### src/rtl/spectrum_bar_scaler.sv
// spectrum_bar_scaler: log-compresses 16 FFT bin magnitudes, removes a noise floor and
// applies peak-hold with linear decay, one bin per cycle after each rising edge of done.
`default_nettype none

module spectrum_bar_scaler #(
    parameter int FLOOR = 64,
    parameter int DECAY = 2
) (
    input  logic        clk,
    input  logic        reset,
    input  logic        done,
    input  logic [23:0] f0,
    input  logic [23:0] f1,
    input  logic [23:0] f2,
    input  logic [23:0] f3,
    input  logic [23:0] f4,
    input  logic [23:0] f5,
    input  logic [23:0] f6,
    input  logic [23:0] f7,
    input  logic [23:0] f8,
    input  logic [23:0] f9,
    input  logic [23:0] f10,
    input  logic [23:0] f11,
    input  logic [23:0] f12,
    input  logic [23:0] f13,
    input  logic [23:0] f14,
    input  logic [23:0] f15,
    output logic [7:0]  h0,
    output logic [7:0]  h1,
    output logic [7:0]  h2,
    output logic [7:0]  h3,
    output logic [7:0]  h4,
    output logic [7:0]  h5,
    output logic [7:0]  h6,
    output logic [7:0]  h7,
    output logic [7:0]  h8,
    output logic [7:0]  h9,
    output logic [7:0]  h10,
    output logic [7:0]  h11,
    output logic [7:0]  h12,
    output logic [7:0]  h13,
    output logic [7:0]  h14,
    output logic [7:0]  h15,
    output logic        valid,
    output logic        busy,
    output logic        overrun
);

    typedef enum logic [0:0] {IDLE = 1'b0, PROC = 1'b1} state_t;

    state_t      state_q, state_d;
    logic [3:0]  idx_q, idx_d;
    logic        done_q, armed_q;
    logic        valid_q, valid_d;
    logic        overrun_q, overrun_d;
    logic        rise_w, capture_w, write_w;
    logic [23:0] f_w   [16];
    logic [23:0] buf_q [16];
    logic [7:0]  h_q   [16];

    logic [23:0] mag_w;
    logic [25:0] ext_w;
    logic [4:0]  msb_w;
    logic [2:0]  frac_w;
    logic [7:0]  level_w, tgt_w, cur_w, dec_w, new_w;

    assign f_w[0]  = f0;   assign f_w[1]  = f1;   assign f_w[2]  = f2;   assign f_w[3]  = f3;
    assign f_w[4]  = f4;   assign f_w[5]  = f5;   assign f_w[6]  = f6;   assign f_w[7]  = f7;
    assign f_w[8]  = f8;   assign f_w[9]  = f9;   assign f_w[10] = f10;  assign f_w[11] = f11;
    assign f_w[12] = f12;  assign f_w[13] = f13;  assign f_w[14] = f14;  assign f_w[15] = f15;

    assign h0  = h_q[0];   assign h1  = h_q[1];   assign h2  = h_q[2];   assign h3  = h_q[3];
    assign h4  = h_q[4];   assign h5  = h_q[5];   assign h6  = h_q[6];   assign h7  = h_q[7];
    assign h8  = h_q[8];   assign h9  = h_q[9];   assign h10 = h_q[10];  assign h11 = h_q[11];
    assign h12 = h_q[12];  assign h13 = h_q[13];  assign h14 = h_q[14];  assign h15 = h_q[15];

    assign valid   = valid_q;
    assign overrun = overrun_q;
    assign busy    = (state_q == PROC);

    // armed_q blocks a capture on the first edge after reset so a level-high done is ignored
    assign rise_w = done & ~done_q & armed_q;

    // Three zero bits below the magnitude give right-padding of frac for small MSB positions
    always_comb begin
        mag_w  = buf_q[idx_q];
        ext_w  = {mag_w[22:0], 3'b000};
        msb_w  = 5'd0;
        frac_w = 3'd0;
        for (int i = 0; i < 24; i++) begin
            if (mag_w[i]) begin
                msb_w  = 5'(i);
                frac_w = ext_w[i+2 -: 3];
            end
        end
        level_w = (mag_w == 24'd0) ? 8'd0
                                   : (((8'(msb_w) + 8'd1) << 3) + 8'(frac_w));
        tgt_w   = (level_w > 8'(FLOOR)) ? (level_w - 8'(FLOOR)) : 8'd0;
        cur_w   = h_q[idx_q];
        dec_w   = (cur_w > 8'(DECAY)) ? (cur_w - 8'(DECAY)) : 8'd0;
        if (tgt_w >= cur_w) begin
            new_w = tgt_w;
        end else begin
            new_w = (dec_w > tgt_w) ? dec_w : tgt_w;
        end
    end

    always_comb begin
        state_d   = state_q;
        idx_d     = idx_q;
        valid_d   = 1'b0;
        overrun_d = 1'b0;
        capture_w = 1'b0;
        write_w   = 1'b0;
        case (state_q)
            IDLE: begin
                if (rise_w) begin
                    capture_w = 1'b1;
                    idx_d     = 4'd0;
                    state_d   = PROC;
                end
            end
            PROC: begin
                write_w   = 1'b1;
                overrun_d = rise_w;
                if (idx_q == 4'd15) begin
                    valid_d = 1'b1;
                    idx_d   = 4'd0;
                    state_d = IDLE;
                end else begin
                    idx_d = idx_q + 4'd1;
                end
            end
            default: state_d = IDLE;
        endcase
    end

    always_ff @(posedge clk or negedge reset) begin
        if (!reset) begin
            state_q   <= IDLE;
            idx_q     <= 4'd0;
            done_q    <= 1'b0;
            armed_q   <= 1'b0;
            valid_q   <= 1'b0;
            overrun_q <= 1'b0;
            for (int i = 0; i < 16; i++) begin
                buf_q[i] <= 24'd0;
                h_q[i]   <= 8'd0;
            end
        end else begin
            state_q   <= state_d;
            idx_q     <= idx_d;
            done_q    <= done;
            armed_q   <= 1'b1;
            valid_q   <= valid_d;
            overrun_q <= overrun_d;
            if (capture_w) begin
                for (int i = 0; i < 16; i++) begin
                    buf_q[i] <= f_w[i];
                end
            end
            if (write_w) begin
                h_q[idx_q] <= new_w;
            end
        end
    end

endmodule

`default_nettype wire

### config.mk
export PLATFORM = sky130hd
export DESIGN_NAME = spectrum_bar_scaler
export DESIGN_NICKNAME = d
export VERILOG_FILES = /design/src/rtl/spectrum_bar_scaler.sv
export SDC_FILE = /design/constraint.sdc
export NUM_CORES = 1
export LEC_CHECK = 0
export BUFFER_PORTS_ARGS = -buffer_cell sky130_fd_sc_hd__buf_4
export CELL_PAD_IN_SITES_DETAIL_PLACEMENT = 1
export CELL_PAD_IN_SITES_GLOBAL_PLACEMENT = 1
export CORE_MARGIN = 5
export CORE_UTILIZATION = 48
export CTS_CLUSTER_DIAMETER = 200
export DETAILED_ROUTE_END_ITERATION = 6
export GPL_ROUTABILITY_DRIVEN = 1
export PLACE_DENSITY_LB_ADDON = 0.2
export SYNTH_ARGS = -nofsm -noshare
export SYNTH_HDL_FRONTEND = slang
export SYNTH_SLANG_ARGS = --single-unit
### constraint.sdc
create_clock -name clk -period 10.5 [get_ports clk]
set_input_delay 0.525 -clock clk [delete_from_list [all_inputs] [get_ports clk]]
set_output_delay 0.525 -clock clk [all_outputs]
set_load 0.05 [all_outputs]
==> summary.md <==
| Metric | Value |
|---|---|
| First-pass iteration count of the detailed router | 5 |
| Cell types with the largest area share after synthesis | sky130_fd_sc_hd__dfrtp_1 53%, sky130_fd_sc_hd__mux2_2 18%, sky130_fd_sc_hd__mux4_2 12% |
| Endpoint of the worst-slack reg-to-reg timing path | h12[3] |
| Maximum fanout along the worst path | 35 |
| Flops & latches, synth | 521 |
| Final ANT Viol Nets | 0 |
| Minimum setup slack among reg-to-reg paths | 2230 ps |
| Kind of end point of the critical path | flop |
| Cell depth of the worst hold path | 2 |
| Netlist area before placement | 24700 µm² |
| Slowest cell on the critical path | sky130_fd_sc_hd__a221oi_1 |
| Cell seen most often among critical-path stages | sky130_fd_sc_hd__nand2_1 |
| Required arrival time at the worst endpoint | 10920 ps |
| Antenna violations before repair | 18 |
| DRT Wirelength | 82.8 mm |
| Sort of element at the start of the critical path | flop |
| Min-Delay Path Class | primary input to flop |
| Final min period | 8270 ps |
| Count of unique library cells instantiated by Yosys | 68 |
| Resize count post-CTS | 0 |
| Number of fill cells in the layout | 4966 |
| All-layer global routing usage | 29.1% |
| Routed met3 length | 5.60 mm |
| Worst path top cell family by delay | compound AO/OA/AOI/OAI gates |
| Largest buffer count on any clock path | 3 |
| Post-CTS setup buffer count | 0 |
| Number of nets at the end of the flow | 2688 |
| Floorplan core area | 51100 µm² |
| Maximum number of pins on one net before global-route repair | 187 |
| Routed vias/inst | 5.85 |
| Number of primary I/O pins | 518 |
| Remaining Overflow, GRT | 0 |
| Starting density of the core | 48.3% |
| Maximum cell stage delay along the critical path | 950 ps |
| Worst r2r path cells | 21 |
| Via count of the first global-routing pass | 19733 |
| Setup tns final | 0 ps |
| Mean instance size in the synthesized netlist | 13.8 µm² |
| Most common cell after layout, fill and taps aside | sky130_fd_sc_hd__buf_4 |
| Final setup violating endpoints | 0 |
| Global placer's final weighted congestion | 0.866 |
| Setup CP Type | flop to flop |
| Final-layout worst hold slack | 142 ps |
| Number of maximum-capacitance constraint violations | 0 |
| Synthesis warning total | 0 |
| Hold-critical path endpoint | buf_q[145] |
| Cell taking the most area after synthesis | sky130_fd_sc_hd__dfrtp_1 |
| Launching instance or port of the critical path | idx_q[1] |
| Total half-perimeter wirelength after legalization and detailed placement | 60.8 mm |
| Max Used Layer | met5 |
| Worst setup skew after layout | 17.6 ps |
| Fraction of final layout cells with drive strength greater than 1 | 51.7% |
| Leading cell types in the layout, fill and taps excluded | 539 x sky130_fd_sc_hd__buf_4, 519 x sky130_fd_sc_hd__dfrtp_1, 385 x sky130_fd_sc_hd__mux2_2 |
| Clock sinks | 521 |
| Met2 layer wire length in the routed design | 42.4 mm |
| WL met1 | 31.5 mm |
| H-tree depth | 2 |
| Slew at the pin with the worst max-slew slack | 1370 ps |
| Number of hold violations in the final report | 0 |
| Clock tree from TritonCTS | built |
| Top reg by flops | buf_q |
| Max-slew violations | 0 |
| Max Fclk | 121 MHz |
| Setup repair after global routing missed its margin | no |
| Area added between synthesis and finish | 25.9% |
| Yosys top cell area share | 52.8% |
| Die outline area | 56100 µm² |
| Launching point of the worst reg2reg path | idx_q[1] |
| Result of the run | finished, final reports clean |
| Number of design rule violations left after detail routing | 0 |
| Area taken by multi-input logic gates | 11000 µm² |
| Number of vias after detailed routing | 17611 |
| Hold buffer count at cts | 2 |
| Async SR Flop Fraction | 100% |
| Net count of the mapped netlist | 2204 |
| Mean routed wirelength per cell | 27.5 µm |
| Critical path buffers and inverters | 2 |
| Clk_lat worst skew | 610 ps |
| Overall die width | 237 µm |
| Count of standard-cell rows | 83 |
| Wire length of the first global-routing pass | 125 mm |
| Hold path startpoint | f9[1] |
| Share of the clock period used by the worst path | 78.8% |
| Number of enable-type register cells in the synthesized netlist | 0 |
| Relative slew slack | 8.53% |
| Clock edge transition at the registers on the reported setup and hold paths | 60 ps |
| Die H | 237 µm |
| Arrival time at the worst endpoint | 8690 ps |
| Buffers added on ports | 517 |
| Main flop type after synthesis | sky130_fd_sc_hd__dfrtp_1 |
| Largest register FFs | 384 |
| Sequential element share of the synthesized area | 52.8% |
| Storage element area | 13000 µm² |
| Number of buffers added by the clock tree synthesis step | 57 |
| Count of mapped cells out of synthesis | 1795 |
| Critical-path cell list | buf_4, mux4_2, a22o_1, a221oi_1, nand2_1, o21ai_0, nand2_1, nor4b_4, mux2i_2, nand2_1, ha_1, nor2b_1, o21a_1, o21a_1, o21ai_0, a21oi_1, o311ai_2, buf_4, nor3_1, a31oi_2, a21oi_1 |
| Number of design-rule violations left by the first detailed-router iteration | 1069 |
| Buffer type at the clock tree root | sky130_fd_sc_hd__clkbuf_16 |
[worst max path at each step]
stage             end  slack, ps  cells after the start
4_1_cts        h12[3]       2230                     21
3_5_place_dp   h12[3]       2300                     21
2_1_floorplan   h1[4]       3800                     30
3_3_place_gp    h0[3]       2640                     22
5_1_grt        h12[3]       1560                     21
6_report       h12[3]       2230                     21
[cell families after synthesis]
logic type      share of synthesized area [%]
compound gates                           7.54
xor+xnor                                0.213
fa+ha+maj                                1.12
buf+inv                                  2.75
flops                                    52.8
mux                                      30.1
other cells                            0.0152
simple gates                             5.45
[Yosys cell counts, types with 10 or more instances]
cell	count
sky130_fd_sc_hd__nand2_1	56
sky130_fd_sc_hd__nor3_1	15
sky130_fd_sc_hd__inv_1	21
sky130_fd_sc_hd__a22oi_1	24
sky130_fd_sc_hd__dfrtp_1	521
sky130_fd_sc_hd__mux4_2	136
sky130_fd_sc_hd__nand3_1	15
sky130_fd_sc_hd__buf_2	20
sky130_fd_sc_hd__nor2_1	172
sky130_fd_sc_hd__a21oi_2	10
sky130_fd_sc_hd__a21oi_1	137
sky130_fd_sc_hd__o21ai_0	21
sky130_fd_sc_hd__ha_1	22
sky130_fd_sc_hd__clkbuf_1	76
sky130_fd_sc_hd__mux2_2	385
sky130_fd_sc_hd__buf_6	12
sky130_fd_sc_hd__a22o_1	10
[per-stage QoR]
step           setup WS [ps]  instance area (µm²)  cells  util (%)
2_1_floorplan           3800                24700   1795         -
3_3_place_gp            2640                29100   2897      57.0
3_5_place_dp            2300                29100   2897      57.0
4_1_cts                 2230                31100   2998      60.8
5_1_grt                 1560                31100   3007      60.8
6_report                2230                31100   3009      60.9
[cell type report]
| class | count | area share [%] |
|---|---|---|
| sequential | 521 | 42.0 |
| multi-input combinational | 1131 | 35.4 |
| timing repair buffer | 547 | 13.4 |
| clock buffer | 83 | 5.39 |
| tap | 680 | 2.74 |
| clock inverter | 16 | 0.688 |
| inverter | 21 | 0.254 |
| antenna | 10 | 0.0805 |
[per-layer routing]
metal  vias up  GRT usage, %
li1       7671             -
met1      9254          35.3
met2       513          50.0
met3       157          7.87
met4        16          11.1
met5         -             0
Power is left out: the tool's default activity adds up to more than one toggle a clock period on the data nets, which glitch-free logic cannot reach.
